## config.mk

```make
export PLATFORM = sky130hd
export DESIGN_NAME = regfile_wb_queue_flat
export DESIGN_NICKNAME = d
export VERILOG_FILES = /design/src/rtl/regfile_wb_queue_if.sv /design/src/rtl/regfile_wb_queue.sv /design/src/flat_wrapper.sv
export SDC_FILE = /design/constraint.sdc
export NUM_CORES = 1
export LEC_CHECK = 0
export BUFFER_PORTS_ARGS = -buffer_cell sky130_fd_sc_hd__buf_2
export CAP_MARGIN = 20
export CORE_ASPECT_RATIO = 0.9
export CORE_MARGIN = 10
export CORE_UTILIZATION = 30
export DETAILED_ROUTE_END_ITERATION = 8
export GPL_ROUTABILITY_DRIVEN = 0
export GPL_TIMING_DRIVEN = 0
export HOLD_SLACK_MARGIN = 0.12
export PLACE_DENSITY = 0.5
export SLEW_MARGIN = 20
export SYNTH_ARGS = -nofsm -noshare
export SYNTH_HDL_FRONTEND = slang
export SYNTH_SLANG_ARGS = --single-unit
```

## constraint.sdc

```tcl
create_clock -name clk -period 7.8 [get_ports clk]
set_input_delay 0.78 -clock clk [delete_from_list [all_inputs] [get_ports clk]]
set_output_delay 0.78 -clock clk [all_outputs]
set_load 0.02 [all_outputs]
```

## src/rtl/regfile_wb_queue_if.sv

```systemverilog
// Bundle of the write-back queue's producer handshakes, retire port, bypass query and status.
// master = the pipeline side driving producers/controls, slave = the queue itself.
interface regfile_wb_queue_if #(
  parameter int DEPTH = 4,
  parameter int AW    = 3,
  parameter int DW    = 32
);
  localparam int CW = $clog2(DEPTH) + 1;

  logic            alu_valid;
  logic            alu_ready;
  logic [AW-1:0]   alu_rd;
  logic [DW-1:0]   alu_data;

  logic            mem_valid;
  logic            mem_ready;
  logic [AW-1:0]   mem_rd;
  logic [DW-1:0]   mem_data;

  logic            stall;
  logic            flush;

  logic            WE3;
  logic [AW-1:0]   A3;
  logic [DW-1:0]   WD3;

  logic [AW-1:0]   q_addr;
  logic            q_hit;
  logic [DW-1:0]   q_data;

  logic [2**AW-1:0] busy;
  logic [CW-1:0]    count;

  modport master (
    output alu_valid, alu_rd, alu_data,
    output mem_valid, mem_rd, mem_data,
    output stall, flush, q_addr,
    input  alu_ready, mem_ready,
    input  WE3, A3, WD3,
    input  q_hit, q_data, busy, count
  );

  modport slave (
    input  alu_valid, alu_rd, alu_data,
    input  mem_valid, mem_rd, mem_data,
    input  stall, flush, q_addr,
    output alu_ready, mem_ready,
    output WE3, A3, WD3,
    output q_hit, q_data, busy, count
  );
endinterface

```

## src/rtl/regfile_wb_queue.sv

```systemverilog
// Write-back queue in front of the register file write port: merges ALU and load
// results, retires one per cycle in order, and exposes pending bits plus a bypass read.
module regfile_wb_queue #(
  parameter int DEPTH = 4,
  parameter int AW    = 3,
  parameter int DW    = 32
) (
  input logic               clk,
  input logic               rst,
  regfile_wb_queue_if.slave bus
);
  localparam int PW = $clog2(DEPTH);
  localparam int CW = PW + 1;
  localparam int NR = 2**AW;

  logic [AW-1:0] rd_mem   [DEPTH];
  logic [DW-1:0] data_mem [DEPTH];

  logic [PW-1:0] wr_ptr_q, wr_ptr_d;
  logic [PW-1:0] rd_ptr_q, rd_ptr_d;
  logic [CW-1:0] count_q, count_d;
  logic          we3_q, we3_d;
  logic [AW-1:0] a3_q, a3_d;
  logic [DW-1:0] wd3_q, wd3_d;

  logic          full;
  logic          empty;
  logic          mem_ready;
  logic          alu_ready;
  logic          mem_take;
  logic          alu_take;
  logic          push;
  logic          pop;
  logic [AW-1:0] push_rd;
  logic [DW-1:0] push_data;

  logic [DEPTH-1:0] entry_valid;
  logic [NR-1:0]    busy_vec;
  logic             hit;
  logic [DW-1:0]    hit_data;
  logic [PW-1:0]    scan_idx;

  // Readiness looks only at the registered occupancy, never at a same-cycle pop.
  assign full      = (count_q == CW'(DEPTH));
  assign empty     = (count_q == '0);
  assign mem_ready = !full && !bus.flush;
  assign alu_ready = !full && !bus.flush && !bus.mem_valid;
  assign mem_take  = bus.mem_valid && mem_ready;
  assign alu_take  = bus.alu_valid && alu_ready;
  assign push_rd   = mem_take ? bus.mem_rd   : bus.alu_rd;
  assign push_data = mem_take ? bus.mem_data : bus.alu_data;
  assign push      = (mem_take || alu_take) && (push_rd != '0);
  assign pop       = !empty && !bus.stall && !bus.flush;

  always_comb begin
    wr_ptr_d = wr_ptr_q;
    rd_ptr_d = rd_ptr_q;
    count_d  = count_q;
    we3_d    = 1'b0;
    a3_d     = a3_q;
    wd3_d    = wd3_q;
    if (bus.flush) begin
      wr_ptr_d = '0;
      rd_ptr_d = '0;
      count_d  = '0;
    end else begin
      if (push) begin
        wr_ptr_d = wr_ptr_q + 1'b1;
      end
      if (pop) begin
        rd_ptr_d = rd_ptr_q + 1'b1;
        we3_d    = 1'b1;
        a3_d     = rd_mem[rd_ptr_q];
        wd3_d    = data_mem[rd_ptr_q];
      end
      case ({push, pop})
        2'b10:   count_d = count_q + 1'b1;
        2'b01:   count_d = count_q - 1'b1;
        default: count_d = count_q;
      endcase
    end
  end

  always_ff @(posedge clk or negedge rst) begin
    if (!rst) begin
      wr_ptr_q <= '0;
      rd_ptr_q <= '0;
      count_q  <= '0;
      we3_q    <= 1'b0;
      a3_q     <= '0;
      wd3_q    <= '0;
    end else begin
      wr_ptr_q <= wr_ptr_d;
      rd_ptr_q <= rd_ptr_d;
      count_q  <= count_d;
      we3_q    <= we3_d;
      a3_q     <= a3_d;
      wd3_q    <= wd3_d;
    end
  end

  // Storage needs no reset: occupancy alone decides which slots are meaningful.
  always_ff @(posedge clk) begin
    if (push) begin
      rd_mem[wr_ptr_q]   <= push_rd;
      data_mem[wr_ptr_q] <= push_data;
    end
  end

  for (genvar gi = 0; gi < DEPTH; gi++) begin : g_entry
    logic [PW-1:0] age;
    assign age             = PW'(gi) - rd_ptr_q;
    assign entry_valid[gi] = ({1'b0, age} < count_q);
  end

  always_comb begin
    busy_vec = '0;
    for (int i = 0; i < DEPTH; i++) begin
      if (entry_valid[i]) begin
        busy_vec[rd_mem[i]] = 1'b1;
      end
    end
  end

  // Scan oldest to youngest so the last match left standing is the youngest.
  always_comb begin
    hit      = 1'b0;
    hit_data = '0;
    scan_idx = '0;
    for (int a = 0; a < DEPTH; a++) begin
      scan_idx = rd_ptr_q + PW'(a);
      if (entry_valid[scan_idx] && (bus.q_addr != '0) && (rd_mem[scan_idx] == bus.q_addr)) begin
        hit      = 1'b1;
        hit_data = data_mem[scan_idx];
      end
    end
  end

  assign bus.mem_ready = mem_ready;
  assign bus.alu_ready = alu_ready;
  assign bus.WE3       = we3_q;
  assign bus.A3        = a3_q;
  assign bus.WD3       = wd3_q;
  assign bus.q_hit     = hit;
  assign bus.q_data    = hit_data;
  assign bus.busy      = busy_vec;
  assign bus.count     = count_q;
endmodule
```

## src/flat_wrapper.sv

```systemverilog
// flat-port wrapper written by rule: the top's interface ports become plain ports
module regfile_wb_queue_flat 
#(
  parameter int DEPTH = 4,
  parameter int AW    = 3,
  parameter int DW    = 32
)
  (clk, rst, bus_alu_valid, bus_alu_rd, bus_alu_data, bus_mem_valid, bus_mem_rd, bus_mem_data, bus_stall, bus_flush, bus_q_addr, bus_alu_ready, bus_mem_ready, bus_WE3, bus_A3, bus_WD3, bus_q_hit, bus_q_data, bus_busy, bus_count);
  regfile_wb_queue_if #(.DEPTH(DEPTH), .AW(AW), .DW(DW)) bus_i ();
  input logic clk;
  input logic rst;
  input wire logic [$bits(bus_i.alu_valid)-1:0] bus_alu_valid;
  input wire logic [$bits(bus_i.alu_rd)-1:0] bus_alu_rd;
  input wire logic [$bits(bus_i.alu_data)-1:0] bus_alu_data;
  input wire logic [$bits(bus_i.mem_valid)-1:0] bus_mem_valid;
  input wire logic [$bits(bus_i.mem_rd)-1:0] bus_mem_rd;
  input wire logic [$bits(bus_i.mem_data)-1:0] bus_mem_data;
  input wire logic [$bits(bus_i.stall)-1:0] bus_stall;
  input wire logic [$bits(bus_i.flush)-1:0] bus_flush;
  input wire logic [$bits(bus_i.q_addr)-1:0] bus_q_addr;
  output wire logic [$bits(bus_i.alu_ready)-1:0] bus_alu_ready;
  output wire logic [$bits(bus_i.mem_ready)-1:0] bus_mem_ready;
  output wire logic [$bits(bus_i.WE3)-1:0] bus_WE3;
  output wire logic [$bits(bus_i.A3)-1:0] bus_A3;
  output wire logic [$bits(bus_i.WD3)-1:0] bus_WD3;
  output wire logic [$bits(bus_i.q_hit)-1:0] bus_q_hit;
  output wire logic [$bits(bus_i.q_data)-1:0] bus_q_data;
  output wire logic [$bits(bus_i.busy)-1:0] bus_busy;
  output wire logic [$bits(bus_i.count)-1:0] bus_count;
  assign bus_i.alu_valid = bus_alu_valid;
  assign bus_i.alu_rd = bus_alu_rd;
  assign bus_i.alu_data = bus_alu_data;
  assign bus_i.mem_valid = bus_mem_valid;
  assign bus_i.mem_rd = bus_mem_rd;
  assign bus_i.mem_data = bus_mem_data;
  assign bus_i.stall = bus_stall;
  assign bus_i.flush = bus_flush;
  assign bus_i.q_addr = bus_q_addr;
  assign bus_alu_ready = bus_i.alu_ready;
  assign bus_mem_ready = bus_i.mem_ready;
  assign bus_WE3 = bus_i.WE3;
  assign bus_A3 = bus_i.A3;
  assign bus_WD3 = bus_i.WD3;
  assign bus_q_hit = bus_i.q_hit;
  assign bus_q_data = bus_i.q_data;
  assign bus_busy = bus_i.busy;
  assign bus_count = bus_i.count;
  regfile_wb_queue #(.DEPTH(DEPTH), .AW(AW), .DW(DW)) u_core (.clk(clk), .rst(rst), .bus(bus_i));
endmodule
```

== Word-level counts from Yosys, hierarchy flattened ==
Memories as Yosys holds them, arrays and structs flattened.
Index checks and enable logic that the tools add are counted.
Storage, ports and cells
  flip-flop bits (word level): 43
  input port bits: 79
  memories kept: 2
  RAM bits: 140
Memories
  u_core.data_mem: words 4, bits a word 32, rd ports 4, clocked after Yosys merged registers in 0, wr ports 1, RTL line regfile_wb_queue.sv:17  | logic [DW-1:0] data_mem [DEPTH];
  u_core.rd_mem: words 4, bits a word 3, rd ports 8, clocked after Yosys merged registers in 0, wr ports 1, RTL line regfile_wb_queue.sv:16  | logic [AW-1:0] rd_mem [DEPTH];
Cells by class
  bitwise operators: 4
  add/subtract/negate cells: 10
  equal/unequal tests: 7
  reductions and logical operators: 32
  $lt $le $gt $ge: 16
  muxes and demuxes: 40
Operator list (number)
  32-bit 2-to-1 mux: 5
  8-bit 2-to-1 mux: 4
  8-bit OR: 3
  1-bit logical AND: 19
  3-bit by 4-bit less-than comparator with 1-bit output, second input constant: 4
  1-bit 2-to-1 mux: 16
  1-bit demux with 3-bit select: 4
  3-bit == test: 4
  3-bit by 1-bit >= comparator with 1-bit output, second input constant: 4
  2-bit by 3-bit less-than comparator with 1-bit output: 4
  2-bit by 3-bit less-than comparator with 1-bit output, second input constant: 4
  3-bit nonzero test: 3
  1-bit binary-select mux with 2-bit select: 4
  2-bit 2-to-1 mux: 4
  3-bit 2-to-1 mux: 2
  3-bit case mux with 2 select lines: 1
  1-bit logical NOT: 5
  2-bit by 1-bit adder with 2-bit output, second input constant: 2
  2-bit adder, second input constant: 2
  2-bit nonzero test: 2
  1-bit by 2-bit subtractor with 2-bit output, first input constant: 2
  2-bit subtractor, first input constant: 2
  3-bit by 1-bit adder with 3-bit output, second input constant: 1
  3-bit == test, second input constant: 1
  7 further kinds: 7

== Longest topological paths before layout ==
Gate-level depths: netlist (run 1).
  word-level depth: 11
  mapped depth: 17
  gate-level depth less buffers: 11

== Worst setup path after synthesis (run 1) ==
No wires, ideal clock.
  path kind: register to output
  from: register u_core.rd_ptr_q[0]
  to: output port bus_q_data[10]
  path slack: 3.178 ns
  required time: 7.020 ns
  cell stages (with the launch flop): 17
  data arrival time: 3.842 ns
  buffers on the path: 7
  path through: dfrtp_1 -> buf_4 -> buf_2 -> clkbuf_1 -> clkbuf_1 -> clkbuf_1 -> xnor2_1 -> inv_1 -> ha_1 -> a211oi_1 -> a2111oi_0 -> a2111o_1 -> buf_2 -> nand3_2 -> buf_2 -> o221ai_1 -> a22o_1
Between the ends
  word-level cells in the longest chain between the ends: 10
Ends and longest elaborated chain
  start: declaration: RTL line regfile_wb_queue.sv:20  | logic [PW-1:0] rd_ptr_q, rd_ptr_d;
  start signal: assignment: RTL line regfile_wb_queue.sv:94  | rd_ptr_q <= rd_ptr_d;
  1-bit by 2-bit subtractor with 2-bit output or 2-bit subtractor (tied branches): RTL line regfile_wb_queue.sv:112  | assign age = PW'(gi) - rd_ptr_q;
  2-bit by 3-bit less-than comparator with 1-bit output: RTL line regfile_wb_queue.sv:113  | assign entry_valid[gi] = ({1'b0, age} < count_q);
  1-bit binary-select mux with 2-bit select: RTL line regfile_wb_queue.sv:132  | if (entry_valid[scan_idx] && (bus.q_addr != '0) && (rd_mem[scan_idx] == bus.q_addr)) begin
  1-bit 2-to-1 mux (not written as such): RTL line regfile_wb_queue.sv:132
  1-bit logical AND (2 in a row): RTL line regfile_wb_queue.sv:132
  32-bit 2-to-1 mux (3 in a row): RTL line regfile_wb_queue.sv:132
  32-bit 2-to-1 mux (*): RTL line regfile_wb_queue.sv:132
  end: declaration: RTL line flat_wrapper.sv:27  | output wire logic [$bits(bus_i.q_data)-1:0] bus_q_data;
Every way passes the cells marked *; elsewhere a longest branch is shown, timed or not. The select of a mux whose other input is x is not followed.

== Worst setup path in the final report (run 1) ==
  from: register u_core.rd_ptr_q[0]
  to: output port bus_q_data[28]
Same word-level chain as after synthesis.

==> results summary, run 1 <==
The area of all sequential standard cells came out at 5280 sq um. The hold violation count in the final report is 0. Counting flops and latches in the post-synthesis netlist gives 183. Counting stages on the worst path, the most repeated cell is sky130_fd_sc_hd__clkbuf_1. The fraction of final layout cells sized beyond drive strength 1 came out at 0.314. The arrival time at the worst endpoint came out at 6.11 ns. The power density relative to cell area came out at 347 nW/um^2. The post-layout net count came out at 1275.

Buffers inserted to repair hold after CTS numbered 0. The number of warnings reported in the yosys synthesis log is 0. Synthesis produced 1005 cells. In the global route stage, overall resource usage came out at 0.168.

The final instance area came out at 13500 sq um. Relative to the synthesized area, the layout overhead comes to 18.9%. The number of antenna violations at the first check in global routing came out at 0. The number of buffers added by the clock tree synthesis step is 17. The final count of pins violating max slew is 0. The largest net degree at the start of global routing is 44. The floorplan die width came out at 225 microns.

After routing, the total negative slack on setup checks comes to 0 ns. The buffers inserted during post-CTS setup optimization is 0. The repair_antennas step left the layout with diodes totalling 0. The final period utilization is 0.883.

The post-placement cell area is 12900 sq um. The final core area utilization came out at 0.362. The critical path start-end classification is register to output port.

The clock skew is 0.0124 ns. The die outline height is 205 microns. The post-cts sizing count is 0. The wire length of the first global-routing pass came out at 59100 microns.

The post-detailed-placement half-perimeter wirelength is 28300 microns. In this run the tool buffered the top-level ports with 157 buffer cells. The proportion of synthesized flip-flops having asynchronous set or reset is 0.235. The max capacitance violation total came out at 0. In the post-route analysis, the smallest setup slack over all paths is 0.914 ns.

The number of DRC violations after detailed-routing iteration 0 is 695. IR analysis of the VDD net gives a maximum drop of 0.000132 V. The min-delay analysis places its worst path in the category input port to async pin. The effective utilization at floorplan is 0.304. The total congestion overflow after global routing is 0. The leakage power is 0.00542 uW.

The number of vias per cell after detailed routing came out at 5.39. The remaining max-slew budget at the tightest pin is 0.258. The element type at the critical path start is a register. Setup violations remaining at the end of the flow were counted as 0. The count of pins on the block boundary came out at 161. The post-place setup slack came out at 1.49 ns.

The post-synthesis sequential area ratio is 0.464. The data required time of the worst path is 7.02 ns. The worst path needs 6.89 ns of the cycle, external delays included. The library cell used as clock root buffer is sky130_fd_sc_hd__clkbuf_16. The layout has 3736 filler cells. For this design, the slowest cell found on the critical path is sky130_fd_sc_hd__clkbuf_1. The average wire per cell in the routed design is 23.3 microns. The number of optimization iterations in the first detailed-route pass came out at 5.

The post-route DRC violation count is 0. Setup repair after global routing left no endpoint under its margin. The floorplan has 67 rows. The region available for standard cell placement spans 37400 sq um. In this run the mean area of a mapped cell was 11.3 sq um.

The clock-pin slew on the worst setup and hold paths came out at 0.07 ns. The antenna violation net count after detailed routing is 0. The commonest register cell after synthesis is sky130_fd_sc_hd__edfxtp_1. The run finished with clean final reports. The post-synthesis instance area is 11400 sq um. Walking the worst path, the cells encountered are buf_4 > buf_2 > clkbuf_1 > clkbuf_1 > clkbuf_1 > xnor2_1 > ha_1 > a31oi_1 > o31ai_1 > a2111oi_4 > a41oi_1 > nor2b_1 > clkbuf_1 > buf_2 > a22o_1 > buf_2. The number of buffers between clock root and the deepest sink came out at 2. The final hold slack came out at 0.397 ns. The via count of the first global-routing pass is 9421. The multi-input gate area in the final layout is 5550 sq um. TritonCTS built the clock tree. STA classifies the critical path endpoint as an output port. The delay of the slowest cell on the worst path is 0.73 ns. The number of flops mapped to enable cells by yosys came out at 140. The later pin in the worst-skew pair is clocked with a latency of 0.45 ns. CTS built an H-tree with a depth of 4. The slew at the pin with the worst max-slew slack is 1.11 ns.

The clock drives 183 sinks. The final wirelength came out at 39200 microns. Static timing analysis puts the maximum clock frequency at 145 MHz. The via count is 9079. The largest fanout on the critical path is 10.

The die footprint is 46100 sq um. The synthesized net count is 1093. The number of library cell types mapped by synthesis is 55.
Yosys cell counts, types with 2 or more instances:
master	number	area [sq um]
sky130_fd_sc_hd__nand3_1	2	10.0
sky130_fd_sc_hd__a21oi_1	41	205
sky130_fd_sc_hd__o31ai_1	3	22.5
sky130_fd_sc_hd__a32oi_1	2	17.5
sky130_fd_sc_hd__o311ai_0	2	17.5
sky130_fd_sc_hd__a211oi_1	33	248
sky130_fd_sc_hd__buf_1	11	41.3
sky130_fd_sc_hd__o22ai_1	32	200
sky130_fd_sc_hd__mux2i_1	74	741
sky130_fd_sc_hd__mux2_2	131	1480
sky130_fd_sc_hd__nor2b_1	5	31.3
sky130_fd_sc_hd__nor2_1	88	330
sky130_fd_sc_hd__o21ai_0	38	190
sky130_fd_sc_hd__a31oi_1	5	31.3
sky130_fd_sc_hd__a22o_1	32	280
sky130_fd_sc_hd__xor2_1	6	52.6
sky130_fd_sc_hd__nand2_1	20	75.1
sky130_fd_sc_hd__inv_1	51	191
sky130_fd_sc_hd__a21o_1	63	473
sky130_fd_sc_hd__mux2_1	2	22.5
sky130_fd_sc_hd__a22oi_1	2	15.0
sky130_fd_sc_hd__mux4_2	9	203
sky130_fd_sc_hd__and2_1	3	18.8
sky130_fd_sc_hd__a2111oi_0	2	17.5
sky130_fd_sc_hd__ha_1	8	100
sky130_fd_sc_hd__edfxtp_1	140	4200
sky130_fd_sc_hd__dfrtp_1	43	1080
sky130_fd_sc_hd__xnor2_1	12	105
sky130_fd_sc_hd__clkbuf_1	45	169
sky130_fd_sc_hd__o221ai_1	39	342
sky130_fd_sc_hd__buf_2	18	90.1
sky130_fd_sc_hd__nor3b_1	3	22.5
sky130_fd_sc_hd__nand2b_1	8	50.1
sky130_fd_sc_hd__buf_4	11	82.6
per-stage QoR:
stage / std cells / power [uW]
floorplan: 1005 / 2970
global placement: 1645 / 3780
detailed placement: 1651 / 3830
CTS: 1683 / 4730
global route: 1683 / 4970
finish: 1683 / 4690
path summary, 6_finish.rpt:
check,end,slack [ns],start,cells after the start
min,u_core.bus.WD3[0],0.40,rst,1
min reg2reg,u_core.bus.WD3[17],0.47,u_core.bus.WD3[17],1
max reg2reg,u_core.bus.count[2],4.09,u_core.bus.count[2],11
max in group asynchronous,u_core.bus.WD3[19],6.93,rst,1
max,bus_q_data[28],0.91,u_core.rd_ptr_q[0],16
min in group clk,u_core.bus.WD3[17],0.47,u_core.bus.WD3[17],1
cell families (layout without fill, tap and decap cells):
family	Yosys count	in the layout	share of synthesized area
compound gates	309	309	0.196
xor+xnor	18	18	0.0139
fa+ha+maj	9	9	0.0106
buf+inv	138	333	0.0518
flops	183	183	0.464
mux	216	216	0.215
simple gates	132	132	0.0492
flip-flops by register name (all words and copies together), names as in the netlist:
signal	cells
u_core.bus.A3	3
u_core.bus.WD3	32
u_core.bus.WE3	1
u_core.bus.count	3
u_core.data_mem	128
u_core.rd_mem	12
u_core.rd_ptr_q	2
u_core.wr_ptr_q	2
area by class of cell:
type,count,share of cell area
plain buffers,86,0.0291
clock buffers,17,0.0314
clock inverters,15,0.0120
inverters,52,0.0144
multi-input cells,684,0.410
flip-flops and latches,183,0.390
well taps,483,0.0447
repair buffers,163,0.0679
report_power, final:
| part | switching [uW] | total (uW) | leakage (uW) | internal [uW] |
|---|---|---|---|---|
| clock network | 407 | 886 | 0.000282 | 479 |
| logic | 1580 | 2510 | 0.00333 | 931 |
| registers | 82.3 | 1290 | 0.00181 | 1210 |
layer usage:
layer | vias up | global-route usage | wire [microns]
met5 | - | 0 | 0
met4 | 0 | 0.0330 | 373
met3 | 26 | 0.0365 | 2440
met2 | 316 | 0.268 | 18100
met1 | 4532 | 0.231 | 18300
li1 | 4205 | - | -
worst max-delay path, delay by kind of cell (launching register included):
kind	cells	cell delay (ns)
AOI/OAI and AO/OA	5	1.69
xor gates and xnor gates	1	0.20
adders and majority gates	1	0.33
buffers and inverters	8	2.99
DFF	1	0.32
and+or+nand+nor	1	0.14
cell usage in the layout (no fill, tap or decap), types with 4 or more instances in the layout:
cell type                   instances
sky130_fd_sc_hd__buf_2            174
sky130_fd_sc_hd__edfxtp_1         140
sky130_fd_sc_hd__mux2_2           131
sky130_fd_sc_hd__nor2_1            84
sky130_fd_sc_hd__mux2i_1           74
sky130_fd_sc_hd__a21o_1            63
sky130_fd_sc_hd__inv_1             51
sky130_fd_sc_hd__clkbuf_1          45
sky130_fd_sc_hd__dfrtp_1           43
sky130_fd_sc_hd__a21oi_1           41
sky130_fd_sc_hd__o221ai_1          39
sky130_fd_sc_hd__o21ai_0           38
sky130_fd_sc_hd__a211oi_1          33
sky130_fd_sc_hd__a22o_1            32
sky130_fd_sc_hd__o22ai_1           32
sky130_fd_sc_hd__nand2_1           20
sky130_fd_sc_hd__clkbuf_16         17
sky130_fd_sc_hd__buf_4             12
sky130_fd_sc_hd__xnor2_1           12
sky130_fd_sc_hd__buf_1             11
sky130_fd_sc_hd__mux4_2             9
sky130_fd_sc_hd__nand2b_1           8
sky130_fd_sc_hd__ha_1               8
sky130_fd_sc_hd__inv_6              7
sky130_fd_sc_hd__xor2_1             6
sky130_fd_sc_hd__nor2b_1            5
sky130_fd_sc_hd__a31oi_1            5
sky130_fd_sc_hd__nor2_4             4
(Power assumes the default switching activity.)
==> run 2, diff against run 1 <==
RECOVER_POWER = 25   (was not set)
==> run 2 against run 1 <==
The run now ends with capacitance limit, slew limit left. Sequential share of layout area grew 0.20 points. Clock-buffer cell count is the same. Critical path depth is the same.
==> results summary, run 2 (same netlist as run 1, synthesis figures left out) <==
The arrival time at the worst endpoint is 6.29 ns (+0.18 ns). The sink count of the clock tree came out at 183 (unchanged). The post-placement cell count is 1651 (unchanged). The count of standard-cell rows came to 67 (unchanged).

The via count came out at 9154 (+0.83%). The slowest stage of the critical path belongs to the cell sky130_fd_sc_hd__clkbuf_1. The buffers inserted during post-CTS setup optimization came out at 0 (unchanged). Setup repair after global routing left no endpoint under its margin. The checks that failed: capacitance limit, slew limit.

The antenna violation net count after detailed routing came out at 0 (unchanged). The layout overhead on the synthesized area came out at 18.3%. The area inside the core boundary came to 37400 sq um (unchanged). The total buffers and inverters traversed by the critical path came to 8 (unchanged). The peak clock frequency supported by timing came out at 141 MHz (-2.7%). The fraction of final layout cells sized beyond drive strength 1 is 0.275 (-0.0392). The number of optimization iterations in the first detailed-route pass came to 5 (unchanged). The worst setup path is captured at an output port. The clock period minus worst slack came out at 7.07 ns (+0.189 ns). The total stage count of the critical path came to 16 (unchanged).

The max capacitance violation total came to 2 (+2). The number of non-filler instances in the completed layout came to 1683 (unchanged). In the layout the commonest cells are 140 x sky130_fd_sc_hd__edfxtp_1, 132 x sky130_fd_sc_hd__buf_2, 128 x sky130_fd_sc_hd__mux2_2. The effective utilization at floorplan is 0.304 (unchanged). The flip-flop count of the largest register after layout is 128 (unchanged). More flip-flops sit in one register than any other, and that register is u_core.data_mem. The insertion delay of the later-clocked pin in the worst-skew pair came to 0.45 ns (about the same). The final count of pins violating max slew came out at 53 (+53).

The die outline height came out at 205 microns (unchanged). The largest fanout on the critical path is 10 (unchanged). The floorplan die width came out at 225 microns (unchanged).

The number of antenna violations at the first check in global routing came out at 0 (unchanged). The final wirelength came out at 39300 microns (+0.17%). The setup-violating endpoint count in the final report came out at 0 (unchanged).

The wire length of the first global-routing pass is 59100 microns (unchanged). The number of antenna repair diodes came out at 0 (unchanged). The depth of the CTS H-tree is 4 (unchanged).

The post-cts sizing count came to 0 (unchanged). The most numerous cell type found on the critical path is sky130_fd_sc_hd__clkbuf_1. The largest vdd supply drop came out at 0.000132 V (about the same). The path class of the tightest hold or removal check is register to register. The number of hold buffers added after CTS is 0 (unchanged). The slew at the pin with the worst max-slew slack came out at 3.07 ns (+1.95 ns). The remaining max-slew budget at the tightest pin came out at -1.04 (-1.30). The worst setup path is launched from a register.

The leading cell type in the layout, fill and taps excluded is sky130_fd_sc_hd__edfxtp_1. The run finished, with violations left. The critical path start-end classification is register to output port.

The post-detailed-placement half-perimeter wirelength is 28300 microns (unchanged). The total congestion overflow after global routing is 0 (unchanged). The die footprint came out at 46100 sq um (unchanged). The instance count along the most critical hold path came out at 1. The dominant delay contributor by cell family on the critical path is buffers and inverters. The count of pins on the block boundary was 161 (unchanged). The all-layer global routing usage came to 0.168 (unchanged). The number of buffers between clock root and the deepest sink is 2 (unchanged). The post-placement cell area came out at 12900 sq um (unchanged). The data required time of the worst path is 7.02 ns (about the same).

Walking the worst path, the cells encountered are buf_4 > clkbuf_1 > clkbuf_1 > clkbuf_1 > clkbuf_1 > xnor2_1 > ha_1 > a31oi_1 > o31ai_1 > a2111oi_4 > a41oi_1 > nor2b_1 > clkbuf_1 > buf_2 > a22o_1 > buf_2. The leakage power came to 0.00528 uW (-2.6%). The final period utilization came out at 0.907 (+0.0242).

The delay of the slowest cell on the worst path is 0.71 ns (-0.02 ns). The final instance area is 13500 sq um (-0.51%). The number of vias per cell after detailed routing came out at 5.44 (+0.83%). TritonCTS built the clock tree. The largest net degree at the start of global routing came out at 44 (unchanged). Clock tree synthesis selected as its root buffer the cell sky130_fd_sc_hd__clkbuf_16.

The number of DRC violations after detailed-routing iteration 0 is 699 (+0.58%). The number of cell instances on the worst register-to-register path came to 11 (unchanged). The final core area utilization is 0.360 (-0.00184).

The average wire per cell in the routed design is 23.3 microns (+0.17%). The clock skew is 0.0135 ns (+0.00110 ns). The post-route DRC violation count came to 0 (unchanged). The hold violation count in the final report came out at 0 (unchanged). The count of buffers from port buffering came out at 157 (unchanged). The power density relative to cell area was 346 nW/um^2 (-0.19%).

The number of buffers added by the clock tree synthesis step came to 17 (unchanged). The clock-pin slew on the worst setup and hold paths was 0.07 ns (about the same). The via count of the first global-routing pass came out at 9421 (unchanged). The setup total negative slack is 0 ns (unchanged). The post-layout net count came out at 1275 (unchanged).
run 2: cell types whose count changed in the layout (fill, tap and decap cells not counted), sizes merged:
cell    delta
buf       -43
clkbuf    +43
run 2: power breakdown:
part           total, uW  switching [uW]  leakage (uW)  internal, uW
Combinational       2480            1580       0.00319           903
Clock                883             405      0.000282           479
Sequential          1300            85.0       0.00181          1210
run 2: through the flow:
step / setup slack, ns / hold WS (ns) / total power [uW]
2_1_floorplan: 3.18 / 0.484 / 2970
3_3_place_gp: 1.23 / 0.455 / 3780
3_5_place_dp: 1.49 / 0.462 / 3830
4_1_cts: 0.970 / 0.416 / 4730
5_1_grt: 0.283 / 0.493 / 4940
6_report: 0.725 / 0.479 / 4660
run 2: cell type report:
class	instances	area, sq um
buffer	86	393
clock buffer	17	425
clock inverter	15	163
fill	3761	23900
inverter	52	195
multi-input combinational	684	5530
sequential	183	5280
tap	483	604
timing repair buffer	163	863
run 2: path summary, 6_finish.rpt:
kind / from / end / slack [ns]
setup reg to reg: u_core.bus.count[0] / u_core.bus.count[2] / 2.96
min in group asynchronous: rst / u_core.bus.WD3[0] / 1.35
setup / recovery: u_core.rd_ptr_q[0] / bus_q_data[0] / 0.73
max in group asynchronous: rst / u_core.bus.WD3[19] / 4.73
hold / removal: u_core.bus.WD3[17] / u_core.bus.WD3[17] / 0.48
hold reg to reg: u_core.bus.WD3[17] / u_core.bus.WD3[17] / 0.48
run 2: metal layers:
layer  vias to the layer above  share of wire  global-route usage
met5                         -              0                   0
met4                         0         0.0095              0.0330
met3                        23          0.065              0.0365
met2                       329           0.46               0.268
met1                      4585           0.46               0.231
li1                       4217              -                   -
